File: src/rtl/commit_trace_packer.sv
// commit_trace_packer
//   Buffers retired-instruction records from the core monitor in a small FIFO
//   and serialises each record as one variable-length frame of 32-bit words
//   on a valid/ready stream. Commits that find the buffer full are counted
//   as drops.
//
//   Ports:
//     clk        rising-edge clock for all state
//     rst_n      synchronous active-low reset
//     mon        retired-instruction record (mon.commit marks a retirement)
//     out_valid  trace word valid (a record is buffered)
//     out_ready  sink accepts the word when high together with out_valid
//     out_data   trace word
//     out_last   final word of the current frame
//     drop_cnt   saturating count of commits lost to overflow
//     level      number of records currently buffered

package rv32i_types;
    typedef struct packed {
        logic        commit;
        logic        trap;
        logic [4:0]  rd_addr;
        logic [4:0]  rs1_addr;
        logic [4:0]  rs2_addr;
        logic [31:0] instruction;
        logic [31:0] pc_rdata;
        logic [31:0] pc_wdata;
        logic [31:0] mem_addr;
        logic [3:0]  mem_rmask;
        logic [3:0]  mem_wmask;
        logic [31:0] mem_rdata;
        logic [31:0] mem_wdata;
    } monitor_t;
endpackage

module commit_trace_packer #(
    parameter int unsigned DEPTH = 4
) (
    input  logic                     clk,
    input  logic                     rst_n,
    input  rv32i_types::monitor_t    mon,
    output logic                     out_valid,
    input  logic                     out_ready,
    output logic [31:0]              out_data,
    output logic                     out_last,
    output logic [15:0]              drop_cnt,
    output logic [$clog2(DEPTH):0]   level
);

    localparam int unsigned PW = $clog2(DEPTH);
    localparam int unsigned LW = PW + 1;

    typedef struct packed {
        logic [7:0]  seq;
        logic        trap;
        logic [4:0]  rd_addr;
        logic [4:0]  rs1_addr;
        logic [4:0]  rs2_addr;
        logic [31:0] instruction;
        logic [31:0] pc_rdata;
        logic [31:0] pc_wdata;
        logic [31:0] mem_addr;
        logic [3:0]  mem_rmask;
        logic [3:0]  mem_wmask;
        logic [31:0] mem_rdata;
        logic [31:0] mem_wdata;
    } rec_t;

    typedef enum logic {
        IDLE,
        SEND
    } state_t;

    rec_t          mem [DEPTH];
    rec_t          head;
    logic [PW-1:0] wr_ptr;
    logic [PW-1:0] rd_ptr;
    logic [2:0]    word_idx;
    logic [2:0]    last_idx;
    logic [7:0]    seq;
    logic [31:0]   word;
    logic          pop;
    logic          capture;
    state_t        state;
    state_t        state_next;

    assign head = mem[rd_ptr];

    // Word slots 5..7 are packed: a frame without memory access stops at 4,
    // and mem_wdata slides into slot 6 when there was no read.
    always_comb begin
        word = '0;
        unique case (word_idx)
            3'd0:    word = {8'hA5, head.seq, head.trap, head.rd_addr,
                             head.rs1_addr, head.rs2_addr};
            3'd1:    word = head.instruction;
            3'd2:    word = head.pc_rdata;
            3'd3:    word = head.pc_wdata;
            3'd4:    word = {head.mem_rmask, head.mem_wmask, 24'h0};
            3'd5:    word = head.mem_addr;
            3'd6:    word = (head.mem_rmask != 4'h0) ? head.mem_rdata : head.mem_wdata;
            default: word = head.mem_wdata;
        endcase

        last_idx = 3'd4;
        if ((head.mem_rmask | head.mem_wmask) != 4'h0) begin
            last_idx = ((head.mem_rmask != 4'h0) && (head.mem_wmask != 4'h0)) ? 3'd7 : 3'd6;
        end
    end

    assign out_valid = (state == SEND);
    assign out_data  = out_valid ? word : '0;
    assign out_last  = out_valid && (word_idx == last_idx);
    assign pop       = out_valid && out_ready && out_last;
    // A full buffer still accepts a commit when the head frame finishes this cycle.
    assign capture   = mon.commit && ((level != LW'(DEPTH)) || pop);

    always_comb begin
        state_next = state;
        unique case (state)
            IDLE: if (capture) state_next = SEND;
            SEND: if (pop && (level == LW'(1)) && !capture) state_next = IDLE;
            default: state_next = IDLE;
        endcase
    end

    always_ff @(posedge clk) begin
        if (!rst_n) begin
            state    <= IDLE;
            level    <= '0;
            wr_ptr   <= '0;
            rd_ptr   <= '0;
            word_idx <= '0;
            seq      <= '0;
            drop_cnt <= '0;
        end else begin
            state <= state_next;

            if (capture && !pop) begin
                level <= level + LW'(1);
            end else if (!capture && pop) begin
                level <= level - LW'(1);
            end

            if (capture) wr_ptr <= wr_ptr + PW'(1);
            if (pop)     rd_ptr <= rd_ptr + PW'(1);

            if (out_valid && out_ready) begin
                word_idx <= out_last ? 3'd0 : word_idx + 3'd1;
            end

            if (mon.commit) begin
                seq <= seq + 8'd1;
                if (!capture && (drop_cnt != 16'hFFFF)) begin
                    drop_cnt <= drop_cnt + 16'd1;
                end
            end
        end
    end

    always_ff @(posedge clk) begin
        if (rst_n && capture) begin
            mem[wr_ptr] <= '{
                seq:         seq,
                trap:        mon.trap,
                rd_addr:     mon.rd_addr,
                rs1_addr:    mon.rs1_addr,
                rs2_addr:    mon.rs2_addr,
                instruction: mon.instruction,
                pc_rdata:    mon.pc_rdata,
                pc_wdata:    mon.pc_wdata,
                mem_addr:    mon.mem_addr,
                mem_rmask:   mon.mem_rmask,
                mem_wmask:   mon.mem_wmask,
                mem_rdata:   mon.mem_rdata,
                mem_wdata:   mon.mem_wdata
            };
        end
    end

endmodule
File: config.mk
export PLATFORM = sky130hd
export DESIGN_NAME = commit_trace_packer
export DESIGN_NICKNAME = d
export VERILOG_FILES = /design/src/rtl/commit_trace_packer.sv
export SDC_FILE = /design/constraint.sdc
export NUM_CORES = 1
export LEC_CHECK = 0
export CORE_MARGIN = 1
export CORE_UTILIZATION = 34
export CTS_CLUSTER_DIAMETER = 100
export DETAILED_ROUTE_END_ITERATION = 7
export SYNTH_ARGS = -nofsm -noshare
export SYNTH_HDL_FRONTEND = slang
export SYNTH_SLANG_ARGS = --single-unit
File: constraint.sdc
create_clock -name clk -period 10.2 [get_ports clk]
set_input_delay 2.04 -clock clk [delete_from_list [all_inputs] [get_ports clk]]
set_output_delay 2.04 -clock clk [all_outputs]
set_load 0.02 [all_outputs]
==> results of run 1 <==
-- registers in the layout, indices dropped and copies added, names as in the netlist, named ones only --
signal	cells
word_idx	3
wr_ptr	2
mem	896
drop_cnt	16
out_valid	1
level	3
rd_ptr	2
seq	8
-- stage by stage --
| stage | total power (uW) | area, um2 | hold slack (ns) |
|---|---|---|---|
| 3_3_place_gp | 4920 | 40400 | 0.472 |
| 4_1_cts | 8300 | 43500 | 0.494 |
| 3_5_place_dp | 4930 | 40400 | 0.484 |
| 5_1_grt | 8470 | 43500 | 0.516 |
| 2_1_floorplan | 4690 | 36100 | 0.469 |
| 6_report | 8210 | 43500 | 0.495 |
-- worst min-delay path by stage --
stage | startpoint | slack (ns) | to | depth (start not counted)
2_1_floorplan | seq[7] | 0.47 | mem[0][223] | 0
3_3_place_gp | drop_cnt[14] | 0.47 | drop_cnt[14] | 2
3_5_place_dp | drop_cnt[14] | 0.48 | drop_cnt[14] | 2
4_1_cts | drop_cnt[14] | 0.49 | drop_cnt[14] | 2
5_1_grt | drop_cnt[9] | 0.52 | drop_cnt[9] | 2
6_report | drop_cnt[14] | 0.49 | drop_cnt[14] | 2
-- synthesized netlist by cell type, drive strengths merged (10+ instances only) --
master,number
nor2,55
mux4,224
a22oi,18
o21ai,88
ha,16
clkbuf,65
nand2,120
a31oi,14
or3,14
edfxtp,896
nand4,10
buf,38
a21oi,47
a22o,25
a2111oi,11
dfxtp,37
-- cells by family (layout without fill, tap and decap cells) --
group	Yosys count	in the layout
DFF	933	933
AOI/OAI and AO/OA	227	227
buffers and inverters	113	482
xor gates and xnor gates	9	9
and+or+nand+nor	246	246
muxes	233	233
adders and majority gates	16	16
other	0	9
-- where the power goes --
part,internal [uW],switching (uW)
logic,195,271
clock network,1900,1460
registers,4350,31.5
total,6440,1770
-- metal layers --
metal  vias up  part of all wire  wire length, um
li1       7964                 -                -
met1      9807              0.40            36800
met2       579              0.50            45800
met3       164             0.084             7770
met4        40             0.018             1670
met5         -            0.0030              275
-- critical path, delay by kind of cell, from the launching register on --
family,cells,cell delay [ns]
mux,1,0.65
compound gates,2,0.60
simple gates,3,1.29
flops,1,0.81
buf+inv,2,1.26
-- layout make-up --
type | instances | area, um2
diodes | 9 | 22.5
clock buffers | 109 | 2510
inverters | 10 | 37.5
repair buffers | 298 | 2990
fillers | 9224 | 61800
flip-flops and latches | 933 | 27700
multi-input cells | 731 | 8020
well taps | 1391 | 1740
clock inverters | 65 | 517
==> summary.txt, run 1 <==
Global routing
  • Grt met3 use: 0.0478
  • Total Routing Usage GR: 0.172
  • Vias in the first global route: 19.4k
  • Met1 usage: 0.222
  • Largest net degree at the start of global routing: 139
  • Overflow after GRT: 0
  • GR peak layer: met2
  • Met2 GRT Util: 0.286
  • First-pass GRT wire length: 134 mm
  • Initial antenna violation count: 37

STA
  • Slew Limit Fails: 0
  • Min Tclk post-route: 7.40 ns
  • Setup violators final: 0
  • Worst slew pin tran: 1.19 ns
  • RSZ-0062 raised after global routing: false
  • Final hold violation count: 0
  • Slew headroom: 0.209
  • Post-Route Skew: 0.0379 ns
  • TNS Setup: 0 ns
  • Period utilization: 0.725
  • Fmax: 135 MHz
  • Final worst slack: 2.80 ns

Run
  • Max cap viols: 0

Placed design
  • Placed cell count: ~3.4k
  • GPL Wtd Cong: approximately 0.73
  • Placement Setup Slack: 3.44 ns
  • Hpwl dp: 56.9 mm
  • PortBufs: 272

Synthesis
  • Post-Syn Area: 36100 um2
  • Simple-gate area share of the yosys netlist: 0.0315
  • Post-synth EDFFs: 896
  • Most used DFF post-synth: edfxtp_1
  • Number of synthesized register bits: 933
  • Compound-gate portion of the synthesized area: 0.0395
  • Most area-consuming cells after synthesis: edfxtp_1 (75%), mux4_2 (14%), dfxtp_1 (2.1%)
  • YS warnings: 0
  • Mean Syn Cell Area: 20.3 um2
  • Post-synth top area share: 0.746
  • Post-Synthesis Cells: 1777
  • Dominant combinational cell family by area after synthesis: multiplexers
  • Yosys cell types: 53
  • Post-synth ARST share: 0
  • Post-Synth XOR/XNOR Area: 0.00218
  • Adder-cell share of the synthesized area: 0.00555
  • Sequential element share of the synthesized area: 0.766
  • Syn_nets: 2013
  • Mux cell area share after synthesis: 0.142
  • Leading area contributor after synthesis: edfxtp_1

Final layout
  • Share of cells above drive strength 1: 0.189
  • Area delta synth->final: 20.6%
  • Fin cells: 3546
  • Fin util: 0.413
  • Most frequent cells in the layout: edfxtp_1 (896), clkdlybuf4s50_1 (272), mux4_2 (224)
  • Most common cell after layout, fill and taps aside: edfxtp_1
  • NumNets Final: 2309

CTS
  • Sink Count: ~930
  • Worst-Skew Late Latency: roughly 0.68 ns
  • CTS Root Cell: clkbuf_16
  • Cts hold-fix bufs: 0
  • Num CTS Buffers: between 90 and 100
  • CTS tree: built
  • Clock tree buffer depth: 3
  • H-tree depth: 3
  • Setup Fix Bufs, Post-CTS: 0
  • Gates resized, CTS repair: 0
  • Reg clk slew, reported paths: 0.06 ns

Detailed routing
  • Wire per inst: 26.0 um
  • WL final: 92.4 mm
  • TritonRoute pass-1 iters: 5
  • # DRC: 0
  • Initial DRC count: 1489
  • Final ANT Viol Nets: 0
  • Via count: between 15k and 20k
  • Via density: 5.23

Setup path
  • Worst Path Max Fanout: 36
  • Critical Path, Cell by Cell: buf_4, mux4_2, or4_4, nor2_1, a21oi_1, a2111oi_0, nor2_1, clkdlybuf4s50_1
  • Crit Reg-Reg Endpoint: mem[3][24]
  • Max incr delay on CP: 0.89 ns
  • Critical path arrival: 5.36 ns
  • Most common cell on crit path: nor2_1
  • CP Data Required Time: 8.16 ns
  • Worst Setup End Kind: primary output
  • Cells on worst reg2reg path: 8
  • Critical path launch point type: register
  • R2r setup slk: roughly 4.2 ns
  • Worst Setup EP: out_data[2]
  • Slowest-stage cell, CP: or4_4
  • Kind of critical path: register to primary output

Floorplan
  • Die X: 328 um
  • DIE HEIGHT: approximately 330 um
  • Total Die Area: between 100000 and 150000 um2
  • I/O pins: around 270
  • Starting density of the core: 0.343
  • Core Area: 105000 um2
  • Row cnt: 119

Run status
  • Status: finished clean

Power
  • Leak pwr: 0.0134 uW
  • Peak VDD IR: 0.156 mV
  • P per Cell Area: 189 nW/um2

Worst hold path
  • Hold/Removal Path Class: register to register
(Power assumes the default switching activity.)
==> run 2: changes to the inputs <==
Clock period 10.2 ns to 6 ns, I/O delays scaled along.
==> run 2 against run 1 <==
Effect of this change: wire length shrank 0.83%; total power grew 72%; worst setup slack lost 2.4 ns; register-to-register slack lost 2.8 ns; final cell count grew 0.39%; final area grew 0.60%; clock-buffer cell count grew 21; critical path type unchanged; largest cell class unchanged.
==> summary.txt, run 2 (synthesis results as in run 1) <==
CTS
  • CTS Root Cell: clkbuf_16
  • Clock tree buffer depth: 3
  • Sink Count: 933
  • Reg clk slew, reported paths: 0.06 ns
  • Worst-Skew Late Latency: ~0.67 ns
  • CTS tree: built
  • Cts hold-fix bufs: 0
  • Gates resized, CTS repair: 0
  • Setup Fix Bufs, Post-CTS: 0
  • H-tree depth: 3
  • Num CTS Buffers: 97

Worst hold path
  • Min-delay src: drop_cnt[12]
  • Hold/Removal Path Class: register to register
  • Hold depth: 2
  • Worst Hold Path EP: drop_cnt[12]

Placed design
  • PortBufs: 272
  • Hpwl dp: 58.5 mm
  • Placement Setup Slack: 1.11 ns
  • GPL Wtd Cong: 0.782

Floorplan
  • I/O pins: 273
  • Row cnt: 119
  • DIE HEIGHT: 328 um
  • Starting density of the core: 0.343
  • Die X: 328 um
  • Core Area: 105000 um2
  • Total Die Area: 107000 um2

STA
  • Period utilization: 0.930
  • Final worst slack: about 0.42 ns
  • Post-Route Skew: between 0.03 and 0.04 ns
  • Fmax: about 180 MHz
  • TNS Setup: 0 ns
  • Final hold violation count: 0
  • Min Tclk post-route: 5.58 ns
  • Slew Limit Fails: 0
  • Slew headroom: 0.406
  • Setup violators final: 0
  • Worst slew pin tran: 0.890 ns
  • RSZ-0062 raised after global routing: false

Setup path
  • R2r setup slk: between 1 and 1.5 ns
  • Slowest-stage cell, CP: or4_2
  • CP Data Required Time: 4.80 ns
  • Critical path launch point type: register
  • Cells on worst reg2reg path: 8
  • Top cell family by delay on the critical path: buffers and inverters
  • Max incr delay on CP: 1.02 ns
  • Critical Path, Cell by Cell: inv_1, ha_1, or4_2, buf_4, nand2_1, o21ai_0, a31oi_1, clkdlybuf4s50_1
  • Worst Setup End Kind: primary output
  • Worst Path Max Fanout: 37
  • Kind of critical path: register to primary output
  • Worst Path Buf+Inv: 3
  • Critical path arrival: 4.38 ns
  • Crit Reg-Reg Endpoint: mem[1][154]

Power
  • Tot Pwr: 14100 uW
  • P per Cell Area: 322 nW/um2
  • Peak VDD IR: 0.255 mV
  • Leak pwr: 0.0135 uW

Detailed routing
  • Wire per inst: about 26 um
  • Via density: 5.26
  • TritonRoute pass-1 iters: 5
  • Via count: 18.7k
  • WL final: 91.6 mm
  • # DRC: 0
  • Final ANT Viol Nets: 0
  • Initial DRC count: 1658

Final layout
  • Area of the multi-input gates: 8020 um2
  • Share of cells above drive strength 1: 0.194
  • Filler cell count: between 9k and 10k
  • Most common cell after layout, fill and taps aside: edfxtp_1
  • Area delta synth->final: 21.3%
  • Largest reg by FF count: mem
  • Largest regs: mem: 896 flops, drop_cnt: 16 flops, seq: 8 flops
  • NumNets Final: 2320
  • Max reg flops: 896
  • Most frequent cells in the layout: edfxtp_1 (896), clkdlybuf4s50_1 (266), mux4_2 (224)
  • Register Area: around 28000 um2

Global routing
  • Total Routing Usage GR: 0.169
  • Largest net degree at the start of global routing: 101
  • First-pass GRT wire length: 132 mm
  • Vias in the first global route: approximately 19k
  • Overflow after GRT: 0
  • Initial antenna violation count: 33

Run
  • Max cap viols: 0

Run status
  • Status: finished clean
## run 2: cell count changes in the layout (fill, tap and decap cells not counted), moves of 6 or more
cell             delta
clkinv_2            -7
buf_12             +10
buf_4               +9
clkbuf_1           +19
clkinv_1           -10
clkdlybuf4s50_1     -6
## run 2: where the power goes
| group | internal (uW) | switching, uW | total (uW) |
|---|---|---|---|
| clock network | 3390 | 2460 | 5850 |
| logic | 341 | 465 | 806 |
| registers | 7390 | 60.4 | 7450 |
## run 2: final cells by class
cell class / instances / area share
Multi-Input combinational cell: 731 / 0.183
Antenna cell: 5 / 0.000286
Inverter: 10 / 0.000858
Tap cell: 1391 / 0.0398
Sequential cell: 933 / 0.632
Clock inverter: 49 / 0.0115
Clock buffer: 130 / 0.0592
Timing Repair Buffer: 311 / 0.0731
## run 2: how the worst max path moves through the flow
stage | start | to | slack [ns] | cells after the start
2_1_floorplan | register | mem[0][0] | 0.42 | 9
3_3_place_gp | register | out_data[28] | 1.06 | 8
3_5_place_dp | word_idx[0] | out_data[16] | 1.11 | 8
4_1_cts | register | out_data[28] | 0.35 | 8
5_1_grt | word_idx[0] | out_data[4] | 0.19 | 8
6_report | word_idx[0] | out_data[3] | 0.42 | 8
## run 2: tightest hold or removal path: cells and delay by family, from the launching register on
family | cells | cell delay, ns
AND/OR/NAND/NOR | 1 | 0.06
multiplexers | 1 | 0.06
flip-flops | 1 | 0.33
## run 2: layer usage
layer | GRT usage | wire length (um) | vias to the layer above
met5 | 0 | 287 | -
met4 | 0.0475 | 1870 | 46
met3 | 0.0492 | 7230 | 181
met2 | 0.281 | 45600 | 677
met1 | 0.216 | 36600 | 9815
li1 | - | - | 7994
## run 2: through the flow
stage | utilization | hold WS (ns) | cells | instance area (um2)
final | 0.416 | 0.502 | 3560 | 43800
after detailed placement | 0.386 | 0.488 | 3376 | 40700
after CTS | 0.416 | 0.501 | 3555 | 43700
after floorplan | - | 0.469 | 1777 | 36100
after global routing | 0.416 | 0.528 | 3557 | 43800
after global placement | 0.386 | 0.474 | 3376 | 40700
==> run 3: changes to the inputs <==
Settings changed: CORE_MARGIN 1 to not set.
==> results of run 3 <==
No change in the layout: final DEF, timing and power equal those of run 2.
